--- config.mk ---
export PLATFORM = sky130hd
export DESIGN_NAME = set_host
export DESIGN_NICKNAME = d
export VERILOG_FILES = /design/src/rtl/set_host.sv
export SDC_FILE = /design/constraint.sdc
export NUM_CORES = 1
export LEC_CHECK = 0
export CAP_MARGIN = 20
export CORE_ASPECT_RATIO = 0.5
export CORE_MARGIN = 5
export CORE_UTILIZATION = 52
export DETAILED_ROUTE_END_ITERATION = 10
export PLACE_DENSITY = 0.71
export SLEW_MARGIN = 20
export SYNTH_ARGS = -nofsm -noshare
export SYNTH_HDL_FRONTEND = slang
export SYNTH_SLANG_ARGS = --single-unit
--- constraint.sdc ---
create_clock -name clk_i -period 11.5 [get_ports clk_i]
set_clock_uncertainty 0.1 [all_clocks]
set_input_delay 1.15 -clock clk_i [delete_from_list [all_inputs] [get_ports clk_i]]
set_output_delay 1.15 -clock clk_i [all_outputs]
set_load 0.005 [all_outputs]
--- src/rtl/set_host.sv ---
// Host-side sequencer for the SET engine: buffers test patterns, issues them one at a time
// over the en/busy/valid handshake and tallies matching and mismatching results.
`timescale 1ns/1ps
module set_host #(
    parameter int unsigned NUM_PAT = 8,
    parameter int unsigned CNT_W   = 4,
    parameter int unsigned TIMEOUT = 32
) (
    input  logic             clk_i,
    input  logic             rst_i,
    input  logic             ld_en_i,
    input  logic [23:0]      ld_central_i,
    input  logic [11:0]      ld_radius_i,
    input  logic [1:0]       ld_mode_i,
    input  logic [7:0]       ld_expect_i,
    input  logic             start_i,
    output logic             en_o,
    output logic [23:0]      central_o,
    output logic [11:0]      radius_o,
    output logic [1:0]       mode_o,
    input  logic             busy_i,
    input  logic             valid_i,
    input  logic [7:0]       candidate_i,
    output logic             running_o,
    output logic             done_o,
    output logic             mismatch_o,
    output logic             timeout_o,
    output logic [CNT_W-1:0] pass_cnt_o,
    output logic [CNT_W-1:0] fail_cnt_o
);

    localparam int unsigned      AW        = (NUM_PAT > 1) ? $clog2(NUM_PAT) : 1;
    localparam int unsigned      TW        = $clog2(TIMEOUT + 1);
    localparam logic [CNT_W-1:0] NUM_PAT_C = CNT_W'(NUM_PAT);
    localparam logic [CNT_W-1:0] CNT_MAX   = '1;
    // Firing one count early makes timeout_o rise exactly TIMEOUT cycles after en_o.
    localparam logic [TW-1:0]    TO_LAST   = TW'(TIMEOUT - 2);

    typedef enum logic [2:0] {
        StIdle,
        StIssue,
        StWaitBusy,
        StWaitValid,
        StFinish
    } state_e;

    state_e           state;
    logic [CNT_W-1:0] wr_ptr;
    logic [CNT_W-1:0] run_len;
    logic [CNT_W-1:0] idx;
    logic [TW-1:0]    tcnt;

    logic [23:0] mem_central [NUM_PAT];
    logic [11:0] mem_radius  [NUM_PAT];
    logic [1:0]  mem_mode    [NUM_PAT];
    logic [7:0]  mem_expect  [NUM_PAT];

    logic             ld_acc;
    logic [CNT_W-1:0] idx_nxt;
    logic             result_ok;

    assign ld_acc    = (state == StIdle) && ld_en_i && (wr_ptr < NUM_PAT_C);
    assign idx_nxt   = idx + 1'b1;
    assign result_ok = (candidate_i == mem_expect[idx[AW-1:0]]);
    assign en_o      = (state == StIssue);
    assign running_o = (state != StIdle);

    function automatic logic [CNT_W-1:0] sat_inc(input logic [CNT_W-1:0] v);
        return (v == CNT_MAX) ? v : v + 1'b1;
    endfunction

    always_ff @(posedge clk_i) begin
        if (ld_acc) begin
            mem_central[wr_ptr[AW-1:0]] <= ld_central_i;
            mem_radius[wr_ptr[AW-1:0]]  <= ld_radius_i;
            mem_mode[wr_ptr[AW-1:0]]    <= ld_mode_i;
            mem_expect[wr_ptr[AW-1:0]]  <= ld_expect_i;
        end
    end

    always_ff @(posedge clk_i or posedge rst_i) begin
        if (rst_i) begin
            state      <= StIdle;
            wr_ptr     <= '0;
            run_len    <= '0;
            idx        <= '0;
            tcnt       <= '0;
            central_o  <= '0;
            radius_o   <= '0;
            mode_o     <= '0;
            done_o     <= 1'b0;
            mismatch_o <= 1'b0;
            timeout_o  <= 1'b0;
            pass_cnt_o <= '0;
            fail_cnt_o <= '0;
        end else begin
            done_o     <= 1'b0;
            mismatch_o <= 1'b0;
            if (ld_acc) begin
                wr_ptr <= wr_ptr + 1'b1;
            end
            unique case (state)
                StIdle: begin
                    if (start_i) begin
                        idx        <= '0;
                        pass_cnt_o <= '0;
                        fail_cnt_o <= '0;
                        timeout_o  <= 1'b0;
                        run_len    <= wr_ptr + {{(CNT_W-1){1'b0}}, ld_acc};
                        if (wr_ptr == '0 && !ld_acc) begin
                            state  <= StFinish;
                            done_o <= 1'b1;
                        end else begin
                            state <= StIssue;
                            // The first pattern may be the one being written this very cycle.
                            if (wr_ptr == '0) begin
                                central_o <= ld_central_i;
                                radius_o  <= ld_radius_i;
                                mode_o    <= ld_mode_i;
                            end else begin
                                central_o <= mem_central[0];
                                radius_o  <= mem_radius[0];
                                mode_o    <= mem_mode[0];
                            end
                        end
                    end
                end
                StIssue: begin
                    tcnt  <= '0;
                    state <= StWaitBusy;
                end
                StWaitBusy, StWaitValid: begin
                    tcnt <= tcnt + 1'b1;
                    if (state == StWaitValid && valid_i && !busy_i) begin
                        if (result_ok) begin
                            pass_cnt_o <= sat_inc(pass_cnt_o);
                        end else begin
                            fail_cnt_o <= sat_inc(fail_cnt_o);
                            mismatch_o <= 1'b1;
                        end
                        idx <= idx_nxt;
                        if (idx_nxt == run_len) begin
                            state  <= StFinish;
                            done_o <= 1'b1;
                        end else begin
                            state     <= StIssue;
                            central_o <= mem_central[idx_nxt[AW-1:0]];
                            radius_o  <= mem_radius[idx_nxt[AW-1:0]];
                            mode_o    <= mem_mode[idx_nxt[AW-1:0]];
                        end
                    end else if (tcnt == TO_LAST) begin
                        timeout_o  <= 1'b1;
                        fail_cnt_o <= sat_inc(fail_cnt_o);
                        state      <= StFinish;
                        done_o     <= 1'b1;
                    end else if (state == StWaitBusy && busy_i) begin
                        state <= StWaitValid;
                    end
                end
                StFinish: begin
                    wr_ptr <= '0;
                    state  <= StIdle;
                end
                default: state <= StIdle;
            endcase
        end
    end

endmodule

==> out/qor.yml <==
worst_setup_path:
  crit_fanout: 76
  cp-start-kind: "register"
  worstSetupPathType: "reg2reg"
  crit_start: "idx[0]"
  critPathSlowestCell: "dfrtp_4"
  r2r_start: "idx[0]"
  r2r_cells: 8
  path_cells: "buf_4 > ha_4 > xor2_1 > xnor2_1 > a41oi_1 > o2bb2ai_4 > buf_4 > o21ai_0"
  path_depth: 8
  end_kind: "register"
  cpMostUsedCell: "buf_4"
  crit_family: "buffers and inverters"
  required_ns: 11.77
  cpPeakStageDelay_ns: 0.98
  critPathArrivalTime_ns: 5.00
  rr_endpoint: "central_o[15]"
  rrSetupSlack_ns: 6.76
  cp-endpoint: "central_o[15]"
  critPathBufInv: 2
hold_path:
  hp-start: "radius_o[9]"
  min_path_type: "reg2reg"
timing:
  max_freq_ghz: 0.211
  finalWorstPathRequiredPeriod_ns: 4.74
  max_slew.worst_pin.slew_ns: 1.03
  post-route-period-util: 0.412
  finalWorstSetupSlack_ns: 6.76
  hold_viol: 0
  maxSlewHeadroom: 0.312
  rsz0062_at_grt: "no"
  drv_slew: 0
  setup-violations-final: 0
  fin_setup_tns_ns: 0
power_and_ir_drop:
  p_leak_uw: 0.00685
  cellPowerDensity_nw_per_um2: 242
  ir_drop_uv: 153
synth:
  syn_avg_cell_area_um2: 17.5
  yosysSeqAreaShare: 0.729
  synthCells: 1003
  ys_ff_latch: 438
  async_reset_ff_frac: 0.160
  yosys.area.top_type: "edfxtp_1"
  syn_area_um2: 17600
  synth_top_area_share: 0.629
  syn_nets: 1072
  synth-edff-count: 368
  synth_flop_cell: "edfxtp_1"
  ys_warn_count: 0
  yosys-top-cells-area: "edfxtp_1 63%, mux4_2 10%, dfrtp_1 10%, mux2i_1 3.3%, o21ai_0 2.5%"
  yosysUniqueCellTypes: 52
floorplan:
  die_w_um: 270
  start_util: 0.530
  rows: 47
  pin_count: 111
  die_y_um: 140
  core_um2: 33200
  die_area_um2: 37800
run_status:
  status: "completed"
global_route:
  overflow: 0
  antenna_found_initial: 1
  grt_max_degree: 77
  grt.total_usage: 0.197
  grt_pass1_vias: 9763
  grt_pass1_wl_um: 57600
route:
  viasPerCell: 5.92
  dr.first_iter.drc_count: 913
  drc: 0
  wl_per_cell_um: 23.3
  vias: 9403
  firstDrtPassIters: 9
  routed_wl_um: 37100
  ant_nets: 0
place:
  portBuffers: 110
  dp_hpwl_um: 19900
  gp_congestion: 0.754
  dp_slack_ns: 6.71
finish:
  final_layout_size_suffix_gt1_frac: 0.160
  syn_to_final_growth_pct: 16.6
  final_nets: 1185
  num-fill-cells: 2382
clock_tree:
  cts.htree.levels: 2
  cts_root_buf: "clkbuf_16"
  cts_sinks: 438
  cts_setup_buffers: 0
  cts_resized: 0
  clk_latency_ns: 0.55
  ctsLongestPathBuffers: 3
  cts_tree: "done"
  hold_buffers: 0
  cts_buffers: 39
  clk_pin_slew_ns: 0.07
flow_run:
  maxCapViolCount: 0
[cell type report]
cell class / instances / area, um2 / area share
antenna: 1 / 2.50 / 0.000122
clock buffer: 52 / 1080 / 0.0525
clock inverter: 19 / 203 / 0.00990
inverter: 9 / 35.0 / 0.00171
multi-input combinational: 501 / 4580 / 0.223
sequential: 438 / 12800 / 0.625
tap: 441 / 552 / 0.0269
timing repair buffer: 127 / 1230 / 0.0602
[cell usage after synthesis, types with 2 or more instances]
cell type	count
edfxtp_1	368
nand2_1	107
o21ai_0	86
mux4_2	81
dfrtp_1	70
mux2i_1	58
a21oi_1	40
clkbuf_1	35
nor2_1	19
nand3_1	12
xor2_1	12
buf_2	10
ha_1	9
inv_1	9
nor3_1	8
mux2_2	7
buf_4	5
nor2b_1	5
xnor2_1	5
a22o_1	4
nand2b_1	4
nor3b_1	4
a22oi_1	3
a31oi_1	3
and2_1	3
buf_1	3
mux4_1	3
o2bb2ai_1	3
a41o_1	2
and3_1	2
nor4_1	2
[report_power, final]
part,switching (uW),internal [uW]
Combinational,823,776
Clock,567,734
Sequential,163,1900
[flip-flops by register name, indices dropped and copies added (netlist names)]
| name | flops |
|---|---|
| timeout_o | 1 |
| wr_ptr | 4 |
| mismatch_o | 1 |
| mode_o | 2 |
| pass_cnt_o | 4 |
| tcnt | 6 |
| radius_o | 12 |
| idx | 4 |
| mem_central | 192 |
| mem_radius | 96 |
| mem_expect | 64 |
| run_len | 4 |
| done_o | 1 |
| mem_mode | 16 |
| state | 3 |
| central_o | 24 |
| fail_cnt_o | 4 |
[per-stage QoR]
stage	instances	power, uW	hold slack [ns]	utilization	instance area, um2
final	1588	4960	0.384	0.618	20500
after detailed placement	1516	3710	0.374	0.579	19200
after floorplan	1003	3170	0.349	-	17600
after global routing	1588	5230	0.416	0.618	20500
after CTS	1587	5010	0.389	0.617	20500
after global placement	1516	3670	0.360	0.579	19200
[cell usage in the layout (no fill, tap or decap), types with 3 or more instances in the layout]
master           instances
edfxtp_1               368
clkdlybuf4s50_1        110
nand2_1                107
o21ai_0                 86
mux4_2                  81
dfrtp_1                 69
mux2i_1                 58
a21oi_1                 40
clkbuf_16               40
buf_4                   16
nor2_1                  15
nand3_1                 12
xor2_1                  12
clkbuf_1                 9
inv_1                    8
ha_1                     8
mux2_2                   7
xnor2_1                  5
clkinv_2                 5
clkinv_1                 5
nor3_1                   4
nand2b_1                 4
nor2b_1                  4
nor2_4                   4
a22o_1                   4
nor3_2                   4
and2_1                   3
a22oi_1                  3
a31oi_1                  3
mux4_1                   3
nor3b_1                  3
bufinv_16                3
clkbuf_8                 3
[routing by layer]
metal / up-vias / GRT usage / wire, um
li1: 4170 / - / -
met1: 4924 / 0.275 / 15500
met2: 263 / 0.336 / 18800
met3: 46 / 0.0304 / 2090
met4: 0 / 0.0471 / 611
met5: - / 0 / 0
[logic make-up after synthesis]
group,synth area share
fa+ha+maj,0.00641
compound gates,0.0498
mux,0.147
xor+xnor,0.00848
buf+inv,0.0168
simple gates,0.0429
flops,0.729
[worst min path at each step]
stage / endpoint / slack, ns / cells past startpoint
2_1_floorplan: tcnt[5] / 0.35 / 1
3_3_place_gp: tcnt[5] / 0.36 / 1
3_5_place_dp: central_o[7] / 0.37 / 2
4_1_cts: central_o[7] / 0.39 / 2
5_1_grt: radius_o[5] / 0.42 / 2
6_report: radius_o[9] / 0.38 / 2
[worst reg2reg max path, delay by kind of cell (launching register included)]
kind                       cells  cell delay, ns
buffers and inverters          2            1.57
DFF                            1            0.98
AOI/OAI and AO/OA              3            0.89
xor gates and xnor gates       2            0.79
adders and majority gates      1            0.24
Note: power is estimated with default switching activity, not from simulation.
